===== config.mk =====
export PLATFORM = sky130hd
export DESIGN_NAME = sprite_layer
export DESIGN_NICKNAME = d
export VERILOG_FILES = /design/src/rtl/sprite_layer.sv
export SDC_FILE = /design/constraint.sdc
export NUM_CORES = 1
export LEC_CHECK = 0
export ABC_AREA = 1
export BUFFER_PORTS_ARGS = -buffer_cell sky130_fd_sc_hd__buf_4
export CAP_MARGIN = 25
export CELL_PAD_IN_SITES_DETAIL_PLACEMENT = 0
export CELL_PAD_IN_SITES_GLOBAL_PLACEMENT = 2
export CORE_MARGIN = 2
export CORE_UTILIZATION = 25
export CTS_CLUSTER_DIAMETER = 60
export DETAILED_ROUTE_END_ITERATION = 7
export PLACE_DENSITY = 0.76
export SLEW_MARGIN = 25
export SYNTH_ARGS = -nofsm -noshare
export SYNTH_HDL_FRONTEND = slang
export SYNTH_SLANG_ARGS = --single-unit

===== constraint.sdc =====
create_clock -name vga_clk -period 7.9 [get_ports vga_clk]
set_clock_uncertainty 0.15 [all_clocks]
set_input_delay 1.185 -clock vga_clk [delete_from_list [all_inputs] [get_ports vga_clk]]
set_output_delay 1.185 -clock vga_clk [all_outputs]
set_load 0.05 [all_outputs]

===== src/rtl/sprite_layer.sv =====
// sprite_layer: scaled ROM sprite overlaid on a background pixel stream, with per-frame opaque hit count.
// Optional horizontal mirroring (flip_x port) is built when SPRITE_FLIP_EN is defined.
module sprite_layer #(
  parameter int         SPR_W       = 11,
  parameter int         SPR_H       = 22,
  parameter int         SCALE_SHIFT = 2,
  parameter int         ADDR_W      = 8,
  parameter int         ROM_LAT     = 1,
  parameter logic [3:0] TRANSP_IDX  = 4'h0
) (
  input  logic              vga_clk,
  input  logic              reset_n,
  input  logic [9:0]        DrawX,
  input  logic [9:0]        DrawY,
  input  logic              blank,
  input  logic              frame_start,
  input  logic [9:0]        pos_x,
  input  logic [9:0]        pos_y,
  input  logic              sprite_en,
`ifdef SPRITE_FLIP_EN
  input  logic              flip_x,
`endif
  input  logic [3:0]        bg_red,
  input  logic [3:0]        bg_green,
  input  logic [3:0]        bg_blue,
  output logic [ADDR_W-1:0] rom_address,
  input  logic [3:0]        rom_q,
  input  logic [3:0]        pal_red,
  input  logic [3:0]        pal_green,
  input  logic [3:0]        pal_blue,
  output logic [3:0]        red,
  output logic [3:0]        green,
  output logic [3:0]        blue,
  output logic [15:0]       hit_count
);
  localparam logic [10:0] BOX_W = 11'(SPR_W << SCALE_SHIFT);
  localparam logic [10:0] BOX_H = 11'(SPR_H << SCALE_SHIFT);
  logic [9:0]        sx_q, sx_d, sy_q, sy_d;
  logic              sen_q, sen_d;
  logic [10:0]       rel_x, rel_y, col, row;
  logic [ADDR_W-1:0] col_eff;
  logic              in_box;
  logic [13:0]       pipe_q [ROM_LAT];
  logic [13:0]       pipe_d [ROM_LAT];
  logic [13:0]       dly;
  logic              opaque, cnt_inc;
  logic [11:0]       rgb_q, rgb_d;
  logic [15:0]       cnt_q, cnt_d, hit_q, hit_d;
`ifdef SPRITE_FLIP_EN
  logic              sfl_q, sfl_d;
  always_ff @(posedge vga_clk or negedge reset_n)
    if (!reset_n) sfl_q <= 1'b0;
    else          sfl_q <= sfl_d;
  always_comb begin
    sfl_d   = frame_start ? flip_x : sfl_q;
    col_eff = sfl_q ? ADDR_W'(SPR_W - 1) - ADDR_W'(col) : ADDR_W'(col);
  end
`else
  assign col_eff = ADDR_W'(col);
`endif
  always_comb begin
    sx_d  = frame_start ? pos_x : sx_q;
    sy_d  = frame_start ? pos_y : sy_q;
    sen_d = frame_start ? sprite_en : sen_q;
    // 11-bit differences; the >= tests stop off-screen parts from wrapping to 0
    rel_x  = {1'b0, DrawX} - {1'b0, sx_q};
    rel_y  = {1'b0, DrawY} - {1'b0, sy_q};
    in_box = sen_q && (DrawX >= sx_q) && (DrawY >= sy_q) && (rel_x < BOX_W) && (rel_y < BOX_H);
    col    = rel_x >> SCALE_SHIFT;
    row    = rel_y >> SCALE_SHIFT;
    rom_address = in_box ? ADDR_W'(row) * ADDR_W'(SPR_W) + col_eff : '0;
    pipe_d[0] = {in_box, blank, bg_red, bg_green, bg_blue};
    for (int i = 1; i < ROM_LAT; i++) pipe_d[i] = pipe_q[i-1];
    dly     = pipe_q[ROM_LAT-1];
    opaque  = dly[13] && (rom_q != TRANSP_IDX);
    cnt_inc = opaque && dly[12];
    rgb_d   = !dly[12] ? 12'h000 : opaque ? {pal_red, pal_green, pal_blue} : dly[11:0];
    hit_d   = frame_start ? cnt_q : hit_q;
    cnt_d   = frame_start ? {15'd0, cnt_inc} :
              (cnt_inc && cnt_q != 16'hFFFF) ? cnt_q + 16'd1 : cnt_q;
  end
  always_ff @(posedge vga_clk or negedge reset_n) begin
    if (!reset_n) begin
      sx_q  <= '0;
      sy_q  <= '0;
      sen_q <= 1'b0;
      rgb_q <= '0;
      cnt_q <= '0;
      hit_q <= '0;
      for (int i = 0; i < ROM_LAT; i++) pipe_q[i] <= '0;
    end else begin
      sx_q  <= sx_d;
      sy_q  <= sy_d;
      sen_q <= sen_d;
      rgb_q <= rgb_d;
      cnt_q <= cnt_d;
      hit_q <= hit_d;
      for (int i = 0; i < ROM_LAT; i++) pipe_q[i] <= pipe_d[i];
    end
  end
  assign red       = rgb_q[11:8];
  assign green     = rgb_q[7:4];
  assign blue      = rgb_q[3:0];
  assign hit_count = hit_q;
endmodule


==> implementation parameters, run 1 <==
Parameter                              Value

STA
  Highest clock rate ... 154 MHz
  Share of the clock period used by the worst path after layout ... 0.823
  Total count of max-transition violations in the final report ... 0
  Unrepaired setup endpoints after global routing ... false
  Worst slew margin relative to its limit ... 0.524
  Final Hold Vio Count ... 0
  Setup TNS Final ... 0 ps
  Final count of negative-setup-slack endpoints ... 0
  Final min period ... 6500 ps
  Transition time at the pin with the least slew margin ... 714 ps

Pwr
  Combinational power share ... 0.458
  P per Cell Area ... 242 nW/um2
  Relative contribution of the clock network to total power ... 0.260
  Net switching fraction of the power ... 0.390
  Static power due to leakage ... 3.25 nW
  Largest voltage drop on the vdd net ... 0.121 mV
  Cell Int Power ... 0.000920 W
  Net Sw Power ... 0.000589 W
  Share of total power in sequential cells ... 0.282
  Total power ... 0.00151 W

Detailed routing
  Remaining antenna violation count after routing ... 0
  Detailed router's first-iteration violation count ... 211
  Wirelength, routed ... 12200 um
  Routed length per placed instance ... 12.2 um
  Pre-antenna DRT Iters ... 4
  Detail-routed via count per cell ... 4.23
  Number of remaining DRC errors ... 0
  Via count of the routed design ... 4230

Worst setup path
  Worst Reg2Reg Path Length in Cells ... 15
  Required time reported for the critical path endpoint ... 6570 ps
  Setup slack on the worst flop-to-flop path ... 5400 ps
  Data arrival time of the critical path ... 5160 ps
  Startpoint Class ... primary input
  Kind of end point of the critical path ... output pin
  Largest fanout on the critical path ... 4
  End of the worst register-to-register path ... dly[13]
  Worst r2r src ... sy_q[2]
  Category of the critical setup timing path ... in -> out

Clocking
  Post-CTS Hold Buffers ... 0
  CTS Root Cell ... sky130_fd_sc_hd__clkbuf_16
  Maximum clock insertion buffer count ... 2
  Number of buffers created by CTS ... 9
  Clock latency reported for the late side of the worst-skew pair ... 330 ps
  Post_cts resized ... 0
  H-tree depth reported by CTS ... 3
  Post CTS Setup Buffer Count ... 0
  CTS tree ... built
  Number of clock sinks ... 79
  Clock-pin slew of the registers on the worst-case setup and hold paths ... 60 ps

Min path
  Worst hold path class ... reg -> reg
  WHS Path Cells ... 2
  Worst hold endpoint ... rgb_q[3]
  Start point of the worst hold path ... dly[3]

Yosys
  Post-synthesis sequential area ratio ... 0.407
  Cells after Synth ... 627
  Number of distinct library cells after synthesis ... 33
  Number of synthesized flops with an enable pin ... 0
  Most used flip-flop cell after synthesis ... sky130_fd_sc_hd__dfrtp_1
  Post-Syn Nets ... 745
  Number of warnings printed during yosys synthesis ... 0
  Avg Synthesized Cell Area ... 7.75 um2
  Fraction of registers with async set or reset after synthesis ... 1.00
  Post-Synthesis Cell Area ... 4860 um2
  FF+latch count, synth ... 79

Floorplan
  Die Y-Extent ... 143 um
  I/O pin count ... 109
  Die Area ... 20600 um2
  Starting density of the core ... 0.257
  Chip width ... 143 um
  Std-Cell Rows ... 50
  Placeable core region ... 18900 um2

Global routing
  Largest net degree at the start of global routing ... 80
  Antenna violations before repair ... 0
  Number of global-route vias before repair ... 4241
  Overall global routing resource usage ... 0.123
  Wire length of the first global-routing pass ... 20200 um
  Overflow after GRT ... 0

Place
  Post-DP Area ... 5960 um2
  Post-DP HPWL ... 9850 um
  Routability congestion estimate ... 0.830
  Port bufs ... 108

Flow run
  Max-cap violation count ... 0

Finish
  Ant. Diodes ... 0
  Finished layout cell area ... 6250 um2
  Fraction of final layout cells sized beyond drive strength 1 ... 0.195
  Fin nets ... 853
  Final core utilization ... 0.331
  Synthesis-to-finish area growth ... 28.6%

Status
  Status ... finished, final reports clean
## cells by family (layout without fill, tap and decap cells)
| kind of cell | count (synthesis) | count (layout) | share of synthesized area |
|---|---|---|---|
| AND/OR/NAND/NOR | 288 | 288 | 0.257 |
| flip-flops | 79 | 79 | 0.407 |
| XOR/XNOR | 10 | 10 | 0.0180 |
| buffers and inverters | 119 | 232 | 0.0925 |
| adder cells (fa/ha/maj) | 45 | 45 | 0.130 |
| AO/OA/AOI/OAI | 86 | 86 | 0.0956 |
## worst max-delay path, cell delays in order
cell and delay, ps:
sky130_fd_sc_hd__buf_4 110, sky130_fd_sc_hd__ha_1 360, sky130_fd_sc_hd__a21oi_2 250, sky130_fd_sc_hd__nor2_1 60, sky130_fd_sc_hd__nor2_1 120, sky130_fd_sc_hd__nand3_1 90
sky130_fd_sc_hd__nand2_1 140, sky130_fd_sc_hd__inv_1 60, sky130_fd_sc_hd__ha_1 280, sky130_fd_sc_hd__inv_1 80, sky130_fd_sc_hd__fa_1 440, sky130_fd_sc_hd__fa_1 510
sky130_fd_sc_hd__inv_1 40, sky130_fd_sc_hd__ha_1 330, sky130_fd_sc_hd__nand2_1 70, sky130_fd_sc_hd__inv_1 70, sky130_fd_sc_hd__nand4_1 100, sky130_fd_sc_hd__nand3_1 90
sky130_fd_sc_hd__nand2_1 50, sky130_fd_sc_hd__nand2_1 60, sky130_fd_sc_hd__xor2_1 180, sky130_fd_sc_hd__inv_1 50, sky130_fd_sc_hd__nand2_1 60, sky130_fd_sc_hd__a21oi_1 60
sky130_fd_sc_hd__nor2_1 110, sky130_fd_sc_hd__buf_4 210
## sequential cells by signal, indices dropped and copies added (netlist names)
register and count:
dly 14, hit_count 16, sy_q 10, rgb_q 12
sx_q 10, sen_q 1, cnt_q 16
## how the worst max path moves through the flow
stage | slack [ps] | start | endpoint
5_1_grt | 1010 | DrawY[4] | rom_address[7]
3_5_place_dp | 1360 | DrawY[4] | rom_address[7]
6_report | 1400 | DrawY[4] | rom_address[7]
2_1_floorplan | 1440 | DrawY[4] | rom_address[7]
4_1_cts | 1360 | DrawY[4] | rom_address[7]
3_3_place_gp | 1480 | DrawY[4] | rom_address[7]
## layer usage
| metal | vias up | GRT usage | part of all wire |
|---|---|---|---|
| met3 | 10 | 0.0313 | 0.058 |
| met2 | 83 | 0.211 | 0.48 |
| li1 | 2200 | - | - |
| met5 | - | 0 | 0 |
| met4 | 0 | 0.0356 | 0.012 |
| met1 | 1937 | 0.153 | 0.45 |
## synth_stat cells, types with 6 or more instances
master	instances	area, um2
sky130_fd_sc_hd__nand4_1	13	81.3
sky130_fd_sc_hd__xor2_1	10	87.6
sky130_fd_sc_hd__o21ai_0	55	275
sky130_fd_sc_hd__nor3_1	11	55.1
sky130_fd_sc_hd__nand2_2	6	37.5
sky130_fd_sc_hd__clkbuf_1	12	45.0
sky130_fd_sc_hd__nor2_1	63	236
sky130_fd_sc_hd__nand3_1	26	130
sky130_fd_sc_hd__inv_1	104	390
sky130_fd_sc_hd__a21oi_1	18	90.1
sky130_fd_sc_hd__nand2_1	155	582
sky130_fd_sc_hd__dfrtp_1	79	1980
sky130_fd_sc_hd__ha_1	36	450
sky130_fd_sc_hd__fa_1	9	180
## stage by stage
| step | hold WS [ps] | setup WS (ps) | std cells |
|---|---|---|---|
| 2_1_floorplan | 293 | 1440 | 627 |
| 3_3_place_gp | 316 | 1480 | 983 |
| 3_5_place_dp | 325 | 1360 | 984 |
| 4_1_cts | 342 | 1360 | 1000 |
| 5_1_grt | 359 | 1010 | 1000 |
| 6_report | 338 | 1400 | 1000 |
## cell usage in the layout (no fill, tap or decap), types with 2 or more instances in the layout
cell / instances
sky130_fd_sc_hd__nand4_1: 13
sky130_fd_sc_hd__fa_1: 9
sky130_fd_sc_hd__and2_1: 2
sky130_fd_sc_hd__xor2_1: 10
sky130_fd_sc_hd__o21ai_0: 55
sky130_fd_sc_hd__nand3b_1: 4
sky130_fd_sc_hd__clkinvlp_4: 2
sky130_fd_sc_hd__clkbuf_16: 9
sky130_fd_sc_hd__nor2_1: 63
sky130_fd_sc_hd__a21oi_2: 3
sky130_fd_sc_hd__ha_1: 36
sky130_fd_sc_hd__nor3_1: 11
sky130_fd_sc_hd__dfrtp_1: 79
sky130_fd_sc_hd__nand2_1: 155
sky130_fd_sc_hd__a21oi_1: 18
sky130_fd_sc_hd__nand3_1: 26
sky130_fd_sc_hd__inv_6: 3
sky130_fd_sc_hd__nor2_2: 3
sky130_fd_sc_hd__inv_1: 104
sky130_fd_sc_hd__a21o_1: 2
sky130_fd_sc_hd__nand2_2: 6
sky130_fd_sc_hd__buf_4: 107
sky130_fd_sc_hd__a31oi_1: 3
## cell type report
cell class / instances / area (um2)
timing repair buffer: 109 / 830
fill: 2074 / 12600
multi-input combinational: 429 / 2430
clock inverter: 7 / 55.1
clock buffer: 9 / 225
tap: 260 / 325
sequential: 79 / 1980
inverter: 107 / 404
## power by group through the flow
stage	registers (W)	logic [W]	clock network (W)
2_1_floorplan	0.000443	0.000523	0
3_3_place_gp	0.000433	0.000696	0
3_5_place_dp	0.000434	0.000700	0
4_1_cts	0.000426	0.000704	0.000407
5_1_grt	0.000428	0.000814	0.000425
6_report	0.000426	0.000692	0.000392
(Power assumes the default switching activity.)
==> run 2, diff against run 1 <==
PLACE_DENSITY = 0.79   (was 0.76)
clock period = 5.26 ns   (was 7.9 ns; I/O delays follow)
==> run 2 against run 1 <==
The flow now finishes with violations (negative setup slack); clock-buffer cell count grew 2; clock power grew 73%; cell count grew 4.0%; wire length grew 7.4%; sequential power grew 50%; first-iteration DRC count shrank 31%; register-to-register slack lost 2900 ps; combinational power grew 130%; sequential cell count is the same; sequential share of layout area shrank 3.4 points; hold slack lost 16 ps; critical path type unchanged; largest power group unchanged.
==> implementation parameters, run 2 (synthesized netlist as in run 1, its figures left out) <==
Parameter                              Value

Status
  Status ... finished with violations
  Failing checks ... negative setup slack

Min path
  Worst hold path class ... reg -> reg

Place
  Placed insts ... 1015
  Post-DP HPWL ... 9930 um
  Port bufs ... 108
  Routability congestion estimate ... 0.756

Clocking
  Number of buffers created by CTS ... 9
  Post-CTS Hold Buffers ... 0
  Maximum clock insertion buffer count ... 2
  H-tree depth reported by CTS ... 3
  Clock-pin slew of the registers on the worst-case setup and hold paths ... 60 ps
  CTS Root Cell ... sky130_fd_sc_hd__clkbuf_16
  Number of clock sinks ... 79
  Clock latency reported for the late side of the worst-skew pair ... 330 ps
  CTS tree ... built

Finish
  Footprint of the multi-input gates ... 2800 um2
  Synthesis-to-finish area growth ... 43.9%
  Fraction of final layout cells sized beyond drive strength 1 ... 0.312
  Count of filler cells inserted in the layout ... 2013
  Fin nets ... 893
  Ant. Diodes ... 0
  Final Non-Filler Cells ... 1040
  Final core utilization ... 0.370
  Leading cell type in the layout, fill and taps excluded ... sky130_fd_sc_hd__buf_4
  Sequential Area ... 1980 um2
  Most frequent cells in the layout ... sky130_fd_sc_hd__buf_4 (139), sky130_fd_sc_hd__nand2_1 (134), sky130_fd_sc_hd__inv_1 (95)

Detailed routing
  Detail-routed via count per cell ... 4.22
  Wirelength, routed ... 13200 um
  Via count of the routed design ... 4386
  Number of remaining DRC errors ... 0
  Pre-antenna DRT Iters ... 4
  Detailed router's first-iteration violation count ... 145
  Routed length per placed instance ... 12.6 um
  Remaining antenna violation count after routing ... 0

Worst setup path
  Kind of end point of the critical path ... output pin
  Required time reported for the critical path endpoint ... 4320 ps
  Category of the critical setup timing path ... in -> out
  Data arrival time of the critical path ... 4370 ps
  Startpoint Class ... primary input
  Largest fanout on the critical path ... 5

Floorplan
  I/O pin count ... 109
  Die Area ... 20600 um2
  Die Y-Extent ... 143 um
  Starting density of the core ... 0.257
  Placeable core region ... 18900 um2
  Chip width ... 143 um
  Std-Cell Rows ... 50

Global routing
  Largest net degree at the start of global routing ... 80
  Overflow after GRT ... 0
  Overall global routing resource usage ... 0.129
  Number of global-route vias before repair ... 4433
  Antenna violations before repair ... 0
  Wire length of the first global-routing pass ... 21100 um

STA
  Final count of negative-setup-slack endpoints ... 1
  Setup TNS Final ... -53.2 ps
  Worst hold slack across all endpoints ... 322 ps
  Final min period ... 5310 ps
  Total count of max-transition violations in the final report ... 0
  Unrepaired setup endpoints after global routing ... true
  Highest clock rate ... 188 MHz
  Final Hold Vio Count ... 0
  Share of the clock period used by the worst path after layout ... 1.01
  Transition time at the pin with the least slew margin ... 736 ps
  Worst slew margin relative to its limit ... 0.510
  Final critical-path setup slack ... -53.2 ps

Pwr
  Largest voltage drop on the vdd net ... 0.240 mV
  Cell Int Power ... 0.00182 W
  Combinational power share ... 0.542
  Share of total power in sequential cells ... 0.222
  Net Sw Power ... 0.00106 W
  P per Cell Area ... 412 nW/um2
  Static power due to leakage ... 3.53 nW
  Relative contribution of the clock network to total power ... 0.236
  Net switching fraction of the power ... 0.368

Flow run
  Max-cap violation count ... 0
## run 2: per-layer routing
layer	vias up	part of all wire	wire, um	global-route usage
met3	12	0.052	682	0.0343
met1	2018	0.44	5800	0.159
met4	0	0.0081	106	0.0284
met5	-	0	0	0
met2	76	0.50	6560	0.226
li1	2280	-	-	-
## run 2: final cells by class
class / instances / share of cell area
Clock buffer: 11 / 0.0347
Clock inverter: 5 / 0.0116
Tap cell: 260 / 0.0466
Sequential cell: 79 / 0.283
Timing Repair Buffer: 149 / 0.166
Multi-Input combinational cell: 429 / 0.400
Inverter: 107 / 0.0580
## run 2: worst paths after layout
kind | from | slack (ps) | cells past startpoint | end
worst min register to register | hit_count[12] | 320 | 2 | hit_count[12]
min in group asynchronous | reset_n | 360 | 1 | cnt_q[0]
worst max-delay path | DrawY[2] | -50 | 24 | rom_address[7]
max in group asynchronous | reset_n | 4110 | 1 | sx_q[7]
worst max register to register | sy_q[4] | 2540 | 15 | dly[13]
worst min-delay path | hit_count[12] | 320 | 2 | hit_count[12]
## run 2: stage by stage
stage / worst slack [ps] / cell area (um2) / power (W)
detailed placement: -307 / 6210 / 0.00193
global route: -277 / 6990 / 0.00313
floorplan: -44.8 / 4870 / 0.00147
CTS: -25.8 / 6760 / 0.00276
finish: -53.2 / 6990 / 0.00288
global placement: -254 / 6200 / 0.00193
## run 2: power groups by stage
stage	combinational, W	clock, W	sequential [W]
global route	0.00176	0.000727	0.000642
global placement	0.00128	0	0.000650
finish	0.00156	0.000679	0.000640
detailed placement	0.00128	0	0.000651
floorplan	0.000807	0	0.000666
CTS	0.00142	0.000702	0.000640
## run 2: what timing repair did
item	CTS	global route
pin swaps	29	43
gates resized for setup	32	52
endpoints found under the hold margin	0	0
buffers inserted	4	6
endpoints found under the setup margin	3	2
gates cloned	0	0
## run 2: critical path, cell delays in order
cell                      delay (ps)
sky130_fd_sc_hd__buf_4           120
sky130_fd_sc_hd__ha_4            310
sky130_fd_sc_hd__nand2_2          80
sky130_fd_sc_hd__nor2_4          110
sky130_fd_sc_hd__nand2_2          60
sky130_fd_sc_hd__nand4_1         150
sky130_fd_sc_hd__nand2_4         100
sky130_fd_sc_hd__ha_4            270
sky130_fd_sc_hd__inv_2            30
sky130_fd_sc_hd__fa_1            470
sky130_fd_sc_hd__fa_1            530
sky130_fd_sc_hd__inv_2            50
sky130_fd_sc_hd__ha_4            280
sky130_fd_sc_hd__nand2_2          50
sky130_fd_sc_hd__inv_2            40
sky130_fd_sc_hd__nand4_1          90
sky130_fd_sc_hd__nand3_1          90
sky130_fd_sc_hd__nand2_1          50
sky130_fd_sc_hd__nand2_1          60
sky130_fd_sc_hd__xor2_1          180
sky130_fd_sc_hd__nand2_1          90
sky130_fd_sc_hd__a21oi_2         180
sky130_fd_sc_hd__nor2_4           50
sky130_fd_sc_hd__buf_8           150
==> run 3, diff against run 2 <==
RECOVER_POWER = 50   (was unset)
==> run 3 against run 2 <==
The run ends with max-capacitance violations, max-slew violations, negative setup slack left; largest power group unchanged; first-iteration DRC count rose by 1.4%; clock power barely moved; worst setup slack barely moved; wire length fell by 0.17%; fmax barely moved; global-route usage did not move; via count barely moved; die area did not move; utilization barely moved.
==> implementation parameters, run 3 (synthesized netlist as in run 1, its figures left out) <==
Parameter                              Value

Detailed routing
  Routed length per placed instance ... 12.6 um
  Wirelength, routed ... 13100 um
  Pre-antenna DRT Iters ... 4
  Detailed router's first-iteration violation count ... 147
  Detail-routed via count per cell ... 4.22
  Remaining antenna violation count after routing ... 0
  Number of remaining DRC errors ... 0
  Via count of the routed design ... 4388

Worst setup path
  Largest fanout on the critical path ... 5
  Category of the critical setup timing path ... in -> out
  Worst r2r src ... sy_q[4]
  Startpoint Class ... primary input
  End of the worst register-to-register path ... dly[13]
  Worst Reg2Reg Path Length in Cells ... 15
  Kind of end point of the critical path ... output pin
  Required time reported for the critical path endpoint ... 4320 ps
  Data arrival time of the critical path ... 4370 ps
  Setup slack on the worst flop-to-flop path ... 2540 ps

STA
  Final critical-path setup slack ... -53.2 ps
  Total count of max-transition violations in the final report ... 129
  Transition time at the pin with the least slew margin ... 3590 ps
  Final Hold Vio Count ... 0
  Unrepaired setup endpoints after global routing ... true
  Worst slew margin relative to its limit ... -1.39
  Final count of negative-setup-slack endpoints ... 1
  Final min period ... 5310 ps
  Highest clock rate ... 188 MHz
  Share of the clock period used by the worst path after layout ... 1.01

Finish
  Count of filler cells inserted in the layout ... 2012
  Synthesis-to-finish area growth ... 43.7%
  Fraction of final layout cells sized beyond drive strength 1 ... 0.309
  Final core utilization ... 0.370
  Ant. Diodes ... 0
  Most frequent cells in the layout ... sky130_fd_sc_hd__nand2_1 (134), sky130_fd_sc_hd__buf_4 (125), sky130_fd_sc_hd__inv_1 (95)
  Leading cell type in the layout, fill and taps excluded ... sky130_fd_sc_hd__nand2_1
  Fin nets ... 893
  Final Non-Filler Cells ... 1040

Pwr
  P per Cell Area ... 412 nW/um2
  Largest voltage drop on the vdd net ... 0.240 mV
  Static power due to leakage ... 3.52 nW

Min path
  Worst hold path class ... reg -> reg
  Worst hold endpoint ... hit_count[12]
  WHS Path Cells ... 2
  Start point of the worst hold path ... hit_count[12]

Floorplan
  I/O pin count ... 109
  Die Y-Extent ... 143 um
  Std-Cell Rows ... 50
  Starting density of the core ... 0.257
  Placeable core region ... 18900 um2
  Die Area ... 20600 um2
  Chip width ... 143 um

Clocking
  Number of clock sinks ... 79
  Clock latency reported for the late side of the worst-skew pair ... 330 ps
  Clock-pin slew of the registers on the worst-case setup and hold paths ... 60 ps
  H-tree depth reported by CTS ... 3
  CTS tree ... built
  CTS Root Cell ... sky130_fd_sc_hd__clkbuf_16
  Maximum clock insertion buffer count ... 2
  Number of buffers created by CTS ... 9

Flow run
  Max-cap violation count ... 2

Status
  Status ... finished with violations
  Failing checks ... max-capacitance violations, max-slew violations, negative setup slack

Global routing
  Wire length of the first global-routing pass ... 21100 um
  Number of global-route vias before repair ... 4433
  Overflow after GRT ... 0
  Largest net degree at the start of global routing ... 80
  Overall global routing resource usage ... 0.129
  Antenna violations before repair ... 0

Place
  Post-DP HPWL ... 9930 um
  Port bufs ... 108
  Routability congestion estimate ... 0.756
  Placed insts ... 1015
run 3: cell count changes in the layout (fill, tap and decap cells not counted):
cell,delta
sky130_fd_sc_hd__buf_4,-14
sky130_fd_sc_hd__buf_6,-1
sky130_fd_sc_hd__clkbuf_1,+1
sky130_fd_sc_hd__clkbuf_4,+13
sky130_fd_sc_hd__dlygate4sd2_1,+1
run 3: how the worst max path moves through the flow:
stage,from,to,slack (ps),cells past startpoint
2_1_floorplan,DrawY[4],rom_address[7],-40,24
3_3_place_gp,DrawY[4],rom_address[7],-250,25
3_5_place_dp,DrawY[3],rom_address[7],-310,24
4_1_cts,DrawY[1],rom_address[7],-30,29
5_1_grt,DrawY[4],rom_address[7],-280,25
6_report,DrawY[2],rom_address[7],-50,24
run 3: cell type report:
class,count,area [um2],area share
clock buffers,11,243,0.0348
inverters,107,405,0.0581
multi-input cells,429,2800,0.401
well taps,260,325,0.0466
flip-flops and latches,79,1980,0.283
repair buffers,149,1150,0.165
clock inverters,5,81.3,0.0116
run 3: through the flow:
step | TNS (ps) | hold WS, ps | total power (W) | instance area [um2] | worst slack, ps
floorplan | -44.8 | 293 | 0.00147 | 4870 | -44.8
global placement | -297 | 310 | 0.00193 | 6200 | -254
detailed placement | -467 | 316 | 0.00193 | 6210 | -307
CTS | -25.8 | 332 | 0.00276 | 6760 | -25.8
global route | -277 | 354 | 0.00313 | 6980 | -277
finish | -53.2 | 322 | 0.00288 | 6980 | -53.2
run 3: power by group:
| group | internal, W | switching (W) |
|---|---|---|
| sequential | 0.000632 | 0.00000812 |
| combinational | 0.000758 | 0.000802 |
| clock | 0.000429 | 0.000250 |
run 3: critical path, stage by stage:
cell and delay (ps):
sky130_fd_sc_hd__buf_4 120, sky130_fd_sc_hd__ha_4 310, sky130_fd_sc_hd__nand2_2 80, sky130_fd_sc_hd__nor2_4 110, sky130_fd_sc_hd__nand2_2 60, sky130_fd_sc_hd__nand4_1 150, sky130_fd_sc_hd__nand2_4 100, sky130_fd_sc_hd__ha_4 270
sky130_fd_sc_hd__inv_2 30, sky130_fd_sc_hd__fa_1 470, sky130_fd_sc_hd__fa_1 530, sky130_fd_sc_hd__inv_2 50, sky130_fd_sc_hd__ha_4 280, sky130_fd_sc_hd__nand2_2 50, sky130_fd_sc_hd__inv_2 40, sky130_fd_sc_hd__nand4_1 90
sky130_fd_sc_hd__nand3_1 90, sky130_fd_sc_hd__nand2_1 50, sky130_fd_sc_hd__nand2_1 60, sky130_fd_sc_hd__xor2_1 180, sky130_fd_sc_hd__nand2_1 90, sky130_fd_sc_hd__a21oi_2 180, sky130_fd_sc_hd__nor2_4 50, sky130_fd_sc_hd__buf_8 150
run 3: what timing repair did:
| action | CTS | global route |
|---|---|---|
| cloned | 0 | 0 |
| buffers inserted | 4 | 6 |
| setup endpoints to repair | 3 | 2 |
| pin swaps | 29 | 43 |
| resized for setup | 32 | 52 |
| hold buffers | 0 | 0 |
run 3: routing by layer:
layer / up-vias / track usage / share of wire
met4: 0 / 0.0284 / 0.0082
met1: 2023 / 0.159 / 0.44
met3: 12 / 0.0343 / 0.053
met5: - / 0 / 0
met2: 72 / 0.226 / 0.50
li1: 2281 / - / -
